## config.mk

```make
export PLATFORM = sky130hd
export DESIGN_NAME = mem_arbiter
export DESIGN_NICKNAME = d
export VERILOG_FILES = /design/src/rtl/mem_arbiter_pkg.sv /design/src/rtl/mem_arbiter.sv
export SDC_FILE = /design/constraint.sdc
export NUM_CORES = 1
export LEC_CHECK = 0
export CAP_MARGIN = 20
export CORE_AREA = 10 10 331 333
export CTS_CLUSTER_SIZE = 16
export DETAILED_ROUTE_END_ITERATION = 12
export DIE_AREA = 0 0 341 343
export PLACE_DENSITY = 0.3
export SYNTH_ARGS = -nofsm -noshare
export SYNTH_HDL_FRONTEND = slang
export SYNTH_SLANG_ARGS = --single-unit
```

## constraint.sdc

```tcl
create_clock -name clk -period 2.4 [get_ports clk]
set_input_delay 0.48 -clock clk [delete_from_list [all_inputs] [get_ports clk]]
set_output_delay 0.48 -clock clk [all_outputs]
set_load 0.02 [all_outputs]
```

## src/rtl/mem_arbiter_pkg.sv

```systemverilog
// mem_arbiter_pkg
//   Shared memory-bus definitions: default line address/data widths and the
//   arbiter FSM state encoding. The cache and memory models include the same
//   definitions, so the encoding here must stay in sync with them.
package mem_arbiter_pkg;

  // 128-bit lines; the word offset is stripped from the line address.
  localparam int MEM_ADDR_W = 28;
  localparam int MEM_DATA_W = 128;

  // Width of the D-grant streak counter.
  localparam int STREAK_W = 4;

  typedef enum logic [1:0] {
    IDLE    = 2'd0,
    GRANT_I = 2'd1,
    GRANT_D = 2'd2
  } arb_state_e;

  // Saturating increment for the streak counter.
  function automatic logic [STREAK_W-1:0] sat_inc(input logic [STREAK_W-1:0] v);
    return (v == {STREAK_W{1'b1}}) ? v : v + 1'b1;
  endfunction

endpackage

```

## src/rtl/mem_arbiter.sv

```systemverilog
// mem_arbiter
//   Shares one memory line bus between the I-cache and D-cache ports.
//   The D-cache has fixed priority, but after D_STREAK_MAX consecutive
//   D grants taken while the I-cache was waiting, the I-cache is served.
//
// Ports
//   clk, rst_n                    clock, synchronous active-low reset
//   I_mem_read/write/addr/wdata   I-cache request (held until I_mem_ready)
//   I_mem_rdata, I_mem_ready      read line and completion pulse to I-cache
//   D_mem_read/write/addr/wdata   D-cache request (held until D_mem_ready)
//   D_mem_rdata, D_mem_ready      read line and completion pulse to D-cache
//   mem_read/write/addr/wdata     registered request to memory
//   mem_rdata, mem_ready          memory read line and completion pulse
module mem_arbiter
  import mem_arbiter_pkg::*;
#(
  parameter int ADDR_W       = MEM_ADDR_W,
  parameter int DATA_W       = MEM_DATA_W,
  parameter int D_STREAK_MAX = 4
) (
  input  logic              clk,
  input  logic              rst_n,

  input  logic              I_mem_read,
  input  logic              I_mem_write,
  input  logic [ADDR_W-1:0] I_mem_addr,
  input  logic [DATA_W-1:0] I_mem_wdata,
  output logic [DATA_W-1:0] I_mem_rdata,
  output logic              I_mem_ready,

  input  logic              D_mem_read,
  input  logic              D_mem_write,
  input  logic [ADDR_W-1:0] D_mem_addr,
  input  logic [DATA_W-1:0] D_mem_wdata,
  output logic [DATA_W-1:0] D_mem_rdata,
  output logic              D_mem_ready,

  output logic              mem_read,
  output logic              mem_write,
  output logic [ADDR_W-1:0] mem_addr,
  output logic [DATA_W-1:0] mem_wdata,
  input  logic [DATA_W-1:0] mem_rdata,
  input  logic              mem_ready
);

  localparam logic [STREAK_W-1:0] STREAK_LIMIT = STREAK_W'(D_STREAK_MAX);

  arb_state_e          state_q, state_d;
  logic [STREAK_W-1:0] streak_q, streak_d;
  logic                read_q, read_d;
  logic                write_q, write_d;
  logic [ADDR_W-1:0]   addr_q, addr_d;
  logic [DATA_W-1:0]   wdata_q, wdata_d;

  logic req_i, req_d, streak_hit, win_i, win_d;

  assign req_i      = I_mem_read | I_mem_write;
  assign req_d      = D_mem_read | D_mem_write;
  assign streak_hit = (streak_q == STREAK_LIMIT);

  // Arbitration decision, only acted upon in IDLE. The two wins are
  // mutually exclusive: D loses only when I is waiting at the streak limit.
  assign win_d = req_d & ~(req_i & streak_hit);
  assign win_i = req_i & (~req_d | streak_hit);

  // ---------------------------------------------------------------------
  // FSM: state register
  // ---------------------------------------------------------------------
  always_ff @(posedge clk) begin
    if (!rst_n) begin
      state_q  <= IDLE;
      streak_q <= '0;
      read_q   <= 1'b0;
      write_q  <= 1'b0;
      addr_q   <= '0;
      wdata_q  <= '0;
    end else begin
      state_q  <= state_d;
      streak_q <= streak_d;
      read_q   <= read_d;
      write_q  <= write_d;
      addr_q   <= addr_d;
      wdata_q  <= wdata_d;
    end
  end

  // ---------------------------------------------------------------------
  // FSM: next-state logic
  // ---------------------------------------------------------------------
  always_comb begin
    state_d = state_q;
    unique case (state_q)
      IDLE: begin
        if (win_d)      state_d = GRANT_D;
        else if (win_i) state_d = GRANT_I;
      end
      GRANT_I, GRANT_D: begin
        if (mem_ready) state_d = IDLE;
      end
      default: state_d = IDLE;
    endcase
  end

  // ---------------------------------------------------------------------
  // Request capture and streak counter. The winner's command is latched on
  // the grant edge so the memory bus is immune to cache-side changes during
  // the transaction; it is cleared on the edge that returns to IDLE.
  // ---------------------------------------------------------------------
  always_comb begin
    streak_d = streak_q;
    read_d   = read_q;
    write_d  = write_q;
    addr_d   = addr_q;
    wdata_d  = wdata_q;
    if (state_q == IDLE) begin
      if (win_d) begin
        // Write takes precedence if both strobes are set.
        write_d  = D_mem_write;
        read_d   = D_mem_read & ~D_mem_write;
        addr_d   = D_mem_addr;
        wdata_d  = D_mem_wdata;
        streak_d = req_i ? sat_inc(streak_q) : '0;
      end else if (win_i) begin
        write_d  = I_mem_write;
        read_d   = I_mem_read & ~I_mem_write;
        addr_d   = I_mem_addr;
        wdata_d  = I_mem_wdata;
        streak_d = '0;
      end
    end else if (mem_ready) begin
      read_d  = 1'b0;
      write_d = 1'b0;
      addr_d  = '0;
      wdata_d = '0;
    end
  end

  // ---------------------------------------------------------------------
  // FSM: outputs. Completion is routed combinationally to the owner; a
  // mem_ready while IDLE reaches neither cache.
  // ---------------------------------------------------------------------
  always_comb begin
    I_mem_ready = mem_ready & (state_q == GRANT_I);
    D_mem_ready = mem_ready & (state_q == GRANT_D);
  end

  assign I_mem_rdata = mem_rdata;
  assign D_mem_rdata = mem_rdata;

  assign mem_read  = read_q;
  assign mem_write = write_q;
  assign mem_addr  = addr_q;
  assign mem_wdata = wdata_q;

endmodule

```

# ---- After elaboration in Yosys (flattened, before gate mapping)
# Cells that the tools add are included.
# Widths: inputs -> output; s select.
dict set report classes {
  n_bitwise 14
  reduce_logical 7
  eq_ne 7
  n_addsub 1
  mux 23
}
# op count
set op_table {}
lappend op_table {{$mux 128} 4}
lappend op_table {{$mux 28} 4}
lappend op_table {{$mux 4} 4}
lappend op_table {{$and 1x1->1} 7}
lappend op_table {{$mux 1} 7}
lappend op_table {{$mux 2} 3}
lappend op_table {{$ne 3x3->1 const B} 2}
lappend op_table {{$add 4x1->4 const B} 1}
lappend op_table {{$eq 4x3->1 const B} 1}
lappend op_table {{$eq 4x4->1 const B} 1}
lappend op_table {{$not 1->1} 4}
lappend op_table {{$pmux 2 s2} 1}
lappend op_table {{$reduce_and 2->1} 2}
lappend op_table {{$reduce_bool 2->1} 2}
lappend op_table {{$or 1x1->1} 3}
lappend op_table {{$reduce_and 3->1} 1}
lappend op_table {{$eq 2x1->1 const B} 1}
lappend op_table {{$eq 2x2->1 const B} 1}
lappend op_table {{$logic_not 2->1} 1}
lappend op_table {{$ne 2x2->1 const B} 1}
lappend op_table {{$reduce_or 2->1} 1}
dict set report totals {
  in_bits 447
  ff_bits 164
  word_cells 58
}

# ---- Longest topological paths before layout
# Gate-level depths: netlist of the first run.
dict set report logic_depth {
  depth_word 7
  mapped_depth 8
}

# ---- Least setup slack after synthesis of the first run
# No wires, ideal clock.
dict set report synth_timing {
  kind {flip-flop to flip-flop}
  from {register streak_q[0]}
  to {register wdata_q[100], in the netlist mem_wdata[100]}
  path_stages_with_launch 9
  required_time_ps 2330
  arrival_time_ps 1638
  path_slack_ps 692
  path_cell_list {dfxtp_1 -> inv_1 -> ha_1 -> and3b_1 -> a211oi_2 -> buf_4 -> buf_2 -> a21oi_1 -> a21oi_1}
}
dict set report synth_between {
  elab_chain_len 6
  elab_cells_between_ends 10
  cone_classes {eq/ne (2); mux (2); bitwise (5); reduce/logical (1)}
}
# item line
set synth_lines {}
lappend synth_lines {{start, declared} mem_arbiter.sv:49} ;# logic [STREAK_W-1:0] streak_q, streak_d;
lappend synth_lines {{start signal, assigned} mem_arbiter.sv:79} ;# streak_q <= streak_d;
lappend synth_lines {{$eq 4x3->1 *} mem_arbiter.sv:59} ;# assign streak_hit = (streak_q == STREAK_LIMIT);
lappend synth_lines {{$and 1x1->1} mem_arbiter.sv:63} ;# assign win_d = req_d & ~(req_i & streak_hit);
lappend synth_lines {{$not 1->1} mem_arbiter.sv:63}
lappend synth_lines {{$and 1x1->1} mem_arbiter.sv:63}
lappend synth_lines {{$ne 3x3->1 (no line) or $mux 128 (tied branches)} --}
lappend synth_lines {{$reduce_and 2->1 (no line) or $mux 128 (tied branches)} --}
lappend synth_lines {{end signal, assigned} mem_arbiter.sv:83} ;# wdata_q <= wdata_d;
lappend synth_lines {{end, declared} mem_arbiter.sv:53} ;# logic [DATA_W-1:0] wdata_q, wdata_d;
# Every way passes the cells marked *; elsewhere a longest branch is shown, timed or not.
# A chain may end at the register's enable or synchronous reset.

# ---- Worst setup path after layout of the first run
dict set report layout_timing {
  from {register wdata_q[8], in the netlist mem_wdata[8]}
  to {output mem_wdata[8]}
}
# item line
set layout_lines {}
lappend layout_lines {{end, declared} mem_arbiter.sv:41} ;# output logic [DATA_W-1:0] mem_wdata,
# No word-level cell between the ends.

==> reports/qor.yml, run 1 <==
pwr:
  seqPwrFrac: 0.328
  power.density_nw_per_um2: 685.5
  clock_power_share: 0.311
  p_leak_nw: 4.858
  power.total_mw: 10.12
  sw_frac_of_total: 0.3712
  switchingPower_mw: 3.756
  combPwrFrac: 0.362
  intPower_mw: 6.363
  ir_drop_uv: 422.7
critical_path:
  cp_slowest_cell: "clkdlybuf4s50_1"
  crit_family: "buffers and inverters"
  reg2reg_slack_ns: 0.34
  cp_num_buf_inv: 1
  endpoint_kind: "output pin"
  worstSetupStartpointType: "flop"
  crit_arrival_ns: 1.66
  r2r-end: "mem_wdata[36]"
  worstRegToRegCells: 8
  regToRegStartpoint: "streak_q[0]"
  path_cells: "clkdlybuf4s50_1"
  critPathKind: "flop to output pin"
  required_ns: 1.92
  slowest_delay_ns: 0.76
  worstPathMaxFanout: 2
synthesis:
  async_flop_share: 0
  ys_top_cells_by_count: "a21oi_1, buf_4, dfxtp_1, o21ai_0, nand3_1"
  post-synth-top-count-cell: "a21oi_1"
  synthCells: 1211
  syn_avg_cell_area_um2: 7.545
  synth_top_area_frac: 0.3593
  synth_edf_count: 0
  synth_area_um2: 9138
  synthTopCellsByArea: "dfxtp_1, buf_4, a21oi_1, o21ai_0, nand3_1"
  ys_types: 31
  synth_warnings: 0
  ys_seq_elements: 164
  yosysSeqAreaShare: 0.3593
  synth_top_area_cell: "dfxtp_1"
  syn_nets: 1663
  synthFlopType: "dfxtp_1"
routing:
  wl_per_cell_um: 22.11
  first_pass_iters: 5
  wl_met3_um: 8919
  post_drt_via_cell_ratio: 3.364
  drt-met1-wl_um: 21660
  vias: 9480
  routed_wl_um: 62320
  wl_met2_um: 29990
  route.detailed.drc: 0
  top_layer_used: "met5"
  ant_nets: 0
  drtIter0Drc: 406
sta:
  rsz0062_at_grt: "no"
  hold_viol_final: 0
  post-route-min-period_ns: 2.143
  tightest_slew_ns: 0.5857
  finalSetupTns_ns: 0
  fin_skew_ns: 0.01718
  setup_violations: 0
  fmax_mhz: 466.6
  slew_headroom: 0.6095
  period_share: 0.8930
  maxSlewViolCount: 0
global_route:
  grt_overflow: 0
  grt_pass1_wl_um: 84730
  grtUsageTotal: 0.1027
  grt_max_degree: 88
  grt_pass1_vias: 10140
  antenna_found_initial: 9
worst_hold_path:
  min_path_type: "input port to flop"
  min-delay-start: "rst_n"
  min_delay_path_depth: 3
  hold_end: "mem_wdata[120]"
floorplan:
  start_util: 0.08879
  die_h_um: 343
  die_width_um: 341
  ios: 863
  rows: 118
  die_area_um2: 117000
  core_um2: 102900
cts:
  clkTransAtPathRegs_ns: 0.08
  cts_inserted_buffers: 17
  cts-root-buf: "clkbuf_16"
  cts.sinks: 164
  clk_latency_ns: 0.51
  cts_tree: "done"
  htreeDepth: 4
  clock_path_buffers: 2
final_layout:
  nFillCells: 11720
  area_growth_pct: 61.55
  layout-drive-gt1-share: 0.08101
  final_nets: 1871
flow_run:
  max_cap_violations: 0
place:
  portBuffers: 478
  hpwlAfterDp_um: 49990
  globalplace.congestion: 0.7973
run_status:
  status: "finished clean"
final cells by class:
class                      instances  area (um^2)  area share
clock inverter                    15        191.4     0.01297
multi-input combinational        678         3523      0.2387
inverter                           9        33.78    0.002289
timing repair buffer             549         5563      0.3768
sequential                       164         3283      0.2224
clock buffer                      17        425.4     0.02882
antenna                            6        15.01    0.001017
tap                             1380         1727      0.1170
metrics by stage:
| stage | util | hold WS, ns | area (um^2) | instances | setup slack, ns |
|---|---|---|---|---|---|
| after global routing | 0.1433 | 0.4036 | 14750 | 2813 | 0.1305 |
| after CTS | 0.1433 | 0.3711 | 14750 | 2812 | 0.1284 |
| after floorplan | - | 0.4534 | 9138 | 1211 | 0.6925 |
| after global placement | 0.1373 | 0.4629 | 14130 | 2780 | -0.02565 |
| after detailed placement | 0.1373 | 0.4661 | 14130 | 2780 | -0.03784 |
| final | 0.1434 | 0.4171 | 14760 | 2818 | 0.2569 |
layer usage:
metal | GRT usage | vias to the layer above
li1 | - | 4395
met1 | 0.09959 | 4360
met2 | 0.1732 | 634
met3 | 0.06980 | 83
met4 | 0.03516 | 8
met5 | 0 | -
sequential cells by signal, summed over array words and instances, names as in the netlist:
register / flops
mem_wdata: 128
mem_addr: 28
streak_q: 4
state_q: 2
mem_read: 1
mem_write: 1
timing repair:
item,CTS,global route
endpoints found under the hold margin,0,0
hold buffers,0,0
buffers inserted,0,0
setup endpoints to repair,2,0
gates resized for setup,2,0
power by group through the flow:
stage	combinational, mW	sequential, mW	clock [mW]
2_1_floorplan	1.72	3.76	0
3_3_place_gp	3.78	3.37	0
3_5_place_dp	3.74	3.37	0
4_1_cts	3.76	3.32	3.35
5_1_grt	3.99	3.36	3.43
6_report	3.66	3.32	3.14
worst max-delay path by stage:
stage                             from              to  depth (start not counted)
after global placement     I_mem_write   mem_wdata[24]                          7
after floorplan            streak_q[0]  mem_wdata[100]                          8
after global routing       streak_q[0]   mem_wdata[31]                          8
final                     mem_wdata[8]    mem_wdata[8]                          1
after CTS                 mem_wdata[6]    mem_wdata[6]                          1
after detailed placement   I_mem_write   mem_wdata[55]                          7
cell usage in the layout, fill, tap and decap left out, drive strengths merged, types with 3 or more instances in the layout:
master / instances
o22ai: 3
ha: 5
a21oi: 316
nor2: 3
buf: 77
inv: 16
clkbuf: 17
clkdlybuf4s50: 470
diode: 6
nand3: 159
dfxtp: 164
clkinv: 5
nand2: 10
o21ai: 161
logic make-up after synthesis:
family	after synthesis	synth area share
compound gates	487	0.2699
fa+ha+maj	5	0.006847
buf+inv	369	0.2611
flops	164	0.3593
mux	1	0.001095
simple gates	185	0.1017
(Power assumes the default switching activity.)
==> inputs of run 2 (changes only) <==
--- a/config.mk
+++ b/config.mk
@@ -11,6 +11,7 @@
 export DETAILED_ROUTE_END_ITERATION = 12
 export DIE_AREA = 0 0 341 343
 export PLACE_DENSITY = 0.3
+export SKIP_CTS_REPAIR_TIMING = 1
 export SYNTH_ARGS = -nofsm -noshare
 export SYNTH_HDL_FRONTEND = slang
 export SYNTH_SLANG_ARGS = --single-unit
==> run 2 against run 1 <==
Compared with the run above:
- design area barely moved
- maximum frequency barely moved
- non-clock buffer count did not move
- first-iteration DRC count rose by 1.2%
- wire length barely moved
- combinational power barely moved
- clock power barely moved
- count of clock-buffer cells in the layout did not move
- flip-flop and latch count did not move
==> reports/qor.yml, run 2 (same netlist as run 1, synthesis figures left out) <==
critical_path:
  critPathKind: "flop to output pin"
  worstSetupStartpointType: "flop"
  path_cells: "clkdlybuf4s50_1"
  cp_num_buf_inv: 1  # unchanged
  crit_family: "buffers and inverters"
  slowest_delay_ns: 0.76  # about the same
  reg2reg_slack_ns: 0.34  # about the same
  regToRegStartpoint: "streak_q[0]"
  cp_num_cells: 1  # unchanged
  r2r-end: "mem_wdata[36]"
  worstPathMaxFanout: 2  # unchanged
  endpoint_kind: "output pin"
  required_ns: 1.92  # about the same
  worstRegToRegCells: 8  # unchanged
  cp_slowest_cell: "clkdlybuf4s50_1"
  crit_arrival_ns: 1.66  # about the same
cts:
  clock_path_buffers: 2  # unchanged
  cts-root-buf: "clkbuf_16"
  htreeDepth: 4  # unchanged
  cts_tree: "done"
  clk_latency_ns: 0.51  # about the same
  clkTransAtPathRegs_ns: 0.08  # about the same
  cts_inserted_buffers: 17  # unchanged
  cts.sinks: 164  # unchanged
global_route:
  grt_pass1_vias: 10140  # unchanged
  antenna_found_initial: 9  # unchanged
  grt_pass1_wl_um: 84730  # unchanged
  grtUsageTotal: 0.1027  # unchanged
  grt_max_degree: 88  # unchanged
  grt_overflow: 0  # unchanged
flow_run:
  max_cap_violations: 0  # unchanged
floorplan:
  die_width_um: 341  # unchanged
  core_um2: 102900  # unchanged
  rows: 118  # unchanged
  die_h_um: 343  # unchanged
  die_area_um2: 117000  # unchanged
  start_util: 0.08879  # unchanged
  ios: 863  # unchanged
routing:
  vias: 9469  # -0.12%
  route.detailed.drc: 0  # unchanged
  wl_per_cell_um: 22.11  # about the same
  first_pass_iters: 5  # unchanged
  routed_wl_um: 62300  # about the same
  drtIter0Drc: 411  # +1.2%
  post_drt_via_cell_ratio: 3.360  # -0.12%
  ant_nets: 0  # unchanged
final_layout:
  final_common_cell: "clkdlybuf4s50_1"
  layout-drive-gt1-share: 0.08101  # unchanged
  final_cell_mix: "clkdlybuf4s50_1, a21oi_1, dfxtp_1"
  final_nets: 1871  # unchanged
  area_growth_pct: 61.63  # about the same
  largest_reg_flops: 128  # unchanged
place:
  portBuffers: 478  # unchanged
  globalplace.congestion: 0.7973  # unchanged
  hpwlAfterDp_um: 49990  # unchanged
pwr:
  ir_drop_uv: 421.9  # -0.17%
  p_leak_nw: 4.884  # +0.54%
  power.total_mw: 10.11  # about the same
  power.density_nw_per_um2: 684.6  # -0.13%
sta:
  finalSetupTns_ns: 0  # unchanged
  period_share: 0.8927  # about the same
  rsz0062_at_grt: "no"
  slew_headroom: 0.6029  # -0.006594
  maxSlewViolCount: 0  # unchanged
  fin_skew_ns: 0.01718  # +0.000006700 ns
  post-route-min-period_ns: 2.142  # -0.0007010 ns
  setup_violations: 0  # unchanged
  hold_viol_final: 0  # unchanged
  tightest_slew_ns: 0.5956  # +0.009891 ns
  fmax_mhz: 466.8  # about the same
worst_hold_path:
  min-delay-start: "rst_n"
  hold_end: "mem_wdata[120]"
  min_delay_path_depth: 3  # unchanged
  min_path_type: "input port to flop"
run_status:
  status: "finished clean"
-- run 2: cell count changes in the layout (fill, tap and decap cells not counted) --
cell            change
dlygate4sd2_1       -2
dlymetal6s2s_1      +2
-- run 2: how the worst max path moves through the flow --
stage,startpoint,slack [ns],end
floorplan,streak_q[0],0.69,mem_wdata[100]
global placement,I_mem_write,-0.03,mem_wdata[24]
detailed placement,I_mem_write,-0.04,mem_wdata[55]
CTS,state_q[0],-0.06,D_mem_ready
global route,streak_q[0],0.13,mem_wdata[31]
finish,mem_wdata[8],0.26,mem_wdata[8]
-- run 2: routing by layer --
metal	track usage	vias up	part of all wire
met5	0	-	0.00071
met4	0.03516	8	0.027
met3	0.06980	85	0.14
met2	0.1732	626	0.48
met1	0.09959	4357	0.35
li1	-	4393	-
-- run 2: tightest hold or removal path, cell delays in order --
cell     delay (ns)
buf_4          0.23
o21ai_0        0.12
a21oi_1        0.04
-- run 2: cell type report --
class                      instances  area, um^2
clock buffer                      17       425.4
fill                           11720       88140
clock inverter                    15       191.4
timing repair buffer             549        5570
tap                             1380        1727
sequential                       164        3283
multi-input combinational        678        3523
inverter                           9       33.78
antenna                            6       15.01
-- run 2: report_power, final --
group	internal, mW	total (mW)	switching, mW
logic	1.68	3.66	1.98
registers	3.09	3.32	0.221
clock network	1.58	3.13	1.55
-- run 2: metrics by stage --
step / utilization / cells / hold WS, ns / instance area (um^2) / setup WS (ns)
5_1_grt: 0.1434 / 2813 / 0.4036 / 14760 / 0.1305
4_1_cts: 0.1433 / 2812 / 0.3711 / 14750 / -0.06261
6_report: 0.1435 / 2818 / 0.4194 / 14770 / 0.2576
2_1_floorplan: - / 1211 / 0.4534 / 9138 / 0.6925
3_5_place_dp: 0.1373 / 2780 / 0.4661 / 14130 / -0.03784
3_3_place_gp: 0.1373 / 2780 / 0.4629 / 14130 / -0.02565
==> inputs of run 3 (changes only) <==
--- a/config.mk
+++ b/config.mk
@@ -6,11 +6,12 @@
 export NUM_CORES = 1
 export LEC_CHECK = 0
 export CAP_MARGIN = 20
-export CORE_AREA = 10 10 331 333
+export CORE_AREA = 2 2 332 334
 export CTS_CLUSTER_SIZE = 16
 export DETAILED_ROUTE_END_ITERATION = 12
-export DIE_AREA = 0 0 341 343
+export DIE_AREA = 0 0 334 336
 export PLACE_DENSITY = 0.3
+export REMOVE_ABC_BUFFERS = 1
 export SKIP_CTS_REPAIR_TIMING = 1
 export SYNTH_ARGS = -nofsm -noshare
 export SYNTH_HDL_FRONTEND = slang
==> run 3 against run 2 <==
Compared with the run above:
- cell count up 0.46%
- sequential share of layout area up 0.11 points
- via count up 11%
- critical endpoint unchanged
- register-to-register slack worse by 0.06 ns
- highest routed layer unchanged
- global-route usage up 7.5 points
- clock skew about the same
- design area down 0.49%
- maximum frequency down 2.0%
- sequential power about the same
- critical path type unchanged
==> reports/qor.yml, run 3 (same netlist as run 1, synthesis figures left out) <==
sta:
  fmax_mhz: 457.4  # -2.0%
  hold_viol_final: 0  # unchanged
  slew_headroom: 0.3878  # -0.2152
  tightest_slew_ns: 0.9184  # +0.3228 ns
  maxSlewViolCount: 0  # unchanged
  setup_violations: 0  # unchanged
  fin_skew_ns: 0.01742  # +0.0002333 ns
  holdWs_ns: 0.2659  # -0.1535 ns
  post-route-min-period_ns: 2.186  # +0.04399 ns
  period_share: 0.9110  # +0.01833
  layout_setup_ws_ns: 0.2136  # -0.04399 ns
  rsz0062_at_grt: "no"
cts:
  clk_latency_ns: 0.53  # +0.02 ns
  clock_path_buffers: 2  # unchanged
  cts.sinks: 164  # unchanged
  cts-root-buf: "clkbuf_16"
  cts_tree: "done"
  htreeDepth: 4  # unchanged
  clkTransAtPathRegs_ns: 0.09  # about the same
  cts_inserted_buffers: 17  # unchanged
pwr:
  intPower_mw: 6.427  # +1.0%
  power.density_nw_per_um2: 700.2  # +2.3%
  sw_frac_of_total: 0.3754  # +0.004794
  p_leak_nw: 4.804  # -1.6%
  switchingPower_mw: 3.863  # +3.1%
  seqPwrFrac: 0.321  # -0.007
  clock_power_share: 0.316  # +0.006
  power.total_mw: 10.29  # +1.8%
  ir_drop_uv: 399.4  # -5.4%
  combPwrFrac: 0.363  # about the same
critical_path:
  cp_num_buf_inv: 1  # unchanged
  critPathKind: "flop to output pin"
  worstSetupStartpointType: "flop"
  slowest_delay_ns: 0.81  # +0.05 ns
  endpoint_kind: "output pin"
  crit_family: "buffers and inverters"
  path_cells: "clkdlybuf4s50_1"
  crit_arrival_ns: 1.71  # +0.05 ns
  required_ns: 1.92  # about the same
  cp_slowest_cell: "clkdlybuf4s50_1"
  worstPathMaxFanout: 2  # unchanged
floorplan:
  die_width_um: 334  # -2.1%
  start_util: 0.08430  # -0.004499
  ios: 863  # unchanged
  core_um2: 108400  # +5.3%
  die_area_um2: 112200  # -4.1%
  die_h_um: 336  # -2.0%
  rows: 121  # +2.5%
place:
  globalplace.congestion: 0.8803  # +10%
  dpl_worst_slack_ns: -0.08830  # -0.05046 ns
  portBuffers: 478  # unchanged
  hpwlAfterDp_um: 83430  # +67%
global_route:
  grtUsageMet3: 0.2135  # +0.1437
  grt_max_degree: 146  # +66%
  grt_overflow: 0  # unchanged
  grt_pass1_vias: 10350  # +2.1%
  grtUsageTotal: 0.1779  # +0.07526
  met1_usage: 0.1565  # +0.05688
  grt-busiest-layer: "met2"
  antenna_found_initial: 5  # -4
  grt_pass1_wl_um: 127000  # +50%
  grtUsageMet2: 0.2428  # +0.06956
routing:
  vias: 10480  # +11%
  route.detailed.drc: 0  # unchanged
  wl_per_cell_um: 36.26  # +64%
  post_drt_via_cell_ratio: 3.700  # +10%
  drtIter0Drc: 788  # +92%
  ant_nets: 0  # unchanged
  routed_wl_um: 102600  # +65%
  first_pass_iters: 5  # unchanged
worst_hold_path:
  min_path_type: "input port to flop"
final_layout:
  area_growth_pct: 60.84
  nFillCells: 12460  # +6.3%
  final_util: 0.1356  # -0.007942
  layout-drive-gt1-share: 0.07001  # -0.01099
  final_nets: 1853  # -0.96%
  final_common_cell: "clkdlybuf4s50_1"
  largest_reg_flops: 128  # unchanged
  final_cell_mix: "clkdlybuf4s50_1, a21oi_1, dfxtp_1"
run_status:
  status: "finished clean"
flow_run:
  max_cap_violations: 0  # unchanged
==> run 3: cell type report <==
class	instances	area [um^2]	area share
antenna	3	7.507	0.0005108
clock buffer	17	425.4	0.02895
clock inverter	15	192.7	0.01311
tap	1414	1769	0.1204
sequential	164	3283	0.2234
inverter	9	33.78	0.002299
timing repair buffer	531	5461	0.3716
multi-input combinational	678	3523	0.2397
==> run 3: worst reg2reg max path: stages, from the launching register on <==
cell	delay (ns)
dfxtp_1	0.37
inv_1	0.07
ha_1	0.21
and3b_1	0.24
a211oi_4	0.41
buf_12	0.26
buf_12	0.26
a21oi_1	0.08
a21oi_1	0.15
==> run 3: layer usage <==
metal / up-vias / share of wire / wire length (um)
met5: - / 0.018 / 1797
met4: 30 / 0.025 / 2559
met3: 102 / 0.24 / 25020
met2: 1156 / 0.39 / 40310
met1: 4830 / 0.32 / 32950
li1: 4358 / - / -
==> run 3: stage by stage <==
stage / std cells / cell area [um^2] / setup TNS (ns)
3_3_place_gp: 2796 / 14070 / -1.637
3_5_place_dp: 2796 / 14070 / -3.850
5_1_grt: 2829 / 14690 / 0
2_1_floorplan: 851 / 6785 / -993.58
4_1_cts: 2828 / 14680 / -0.05120
6_report: 2831 / 14700 / 0
==> run 3: power groups by stage <==
stage,combinational (mW),clock (mW),sequential (mW)
2_1_floorplan,1.04,0,3.76
3_3_place_gp,3.81,0,3.36
3_5_place_dp,3.80,0,3.36
4_1_cts,3.81,3.46,3.31
5_1_grt,4.03,3.49,3.35
6_report,3.74,3.25,3.30
==> run 3: path summary, 6_finish.rpt <==
kind / slack [ns] / depth (start not counted) / startpoint / end
min reg2reg: 0.49 / 2 / mem_read / mem_read
max reg2reg: 0.28 / 8 / streak_q[0] / mem_addr[4]
min: 0.27 / 3 / rst_n / mem_wdata[52]
max: 0.21 / 1 / mem_wdata[8] / mem_wdata[8]
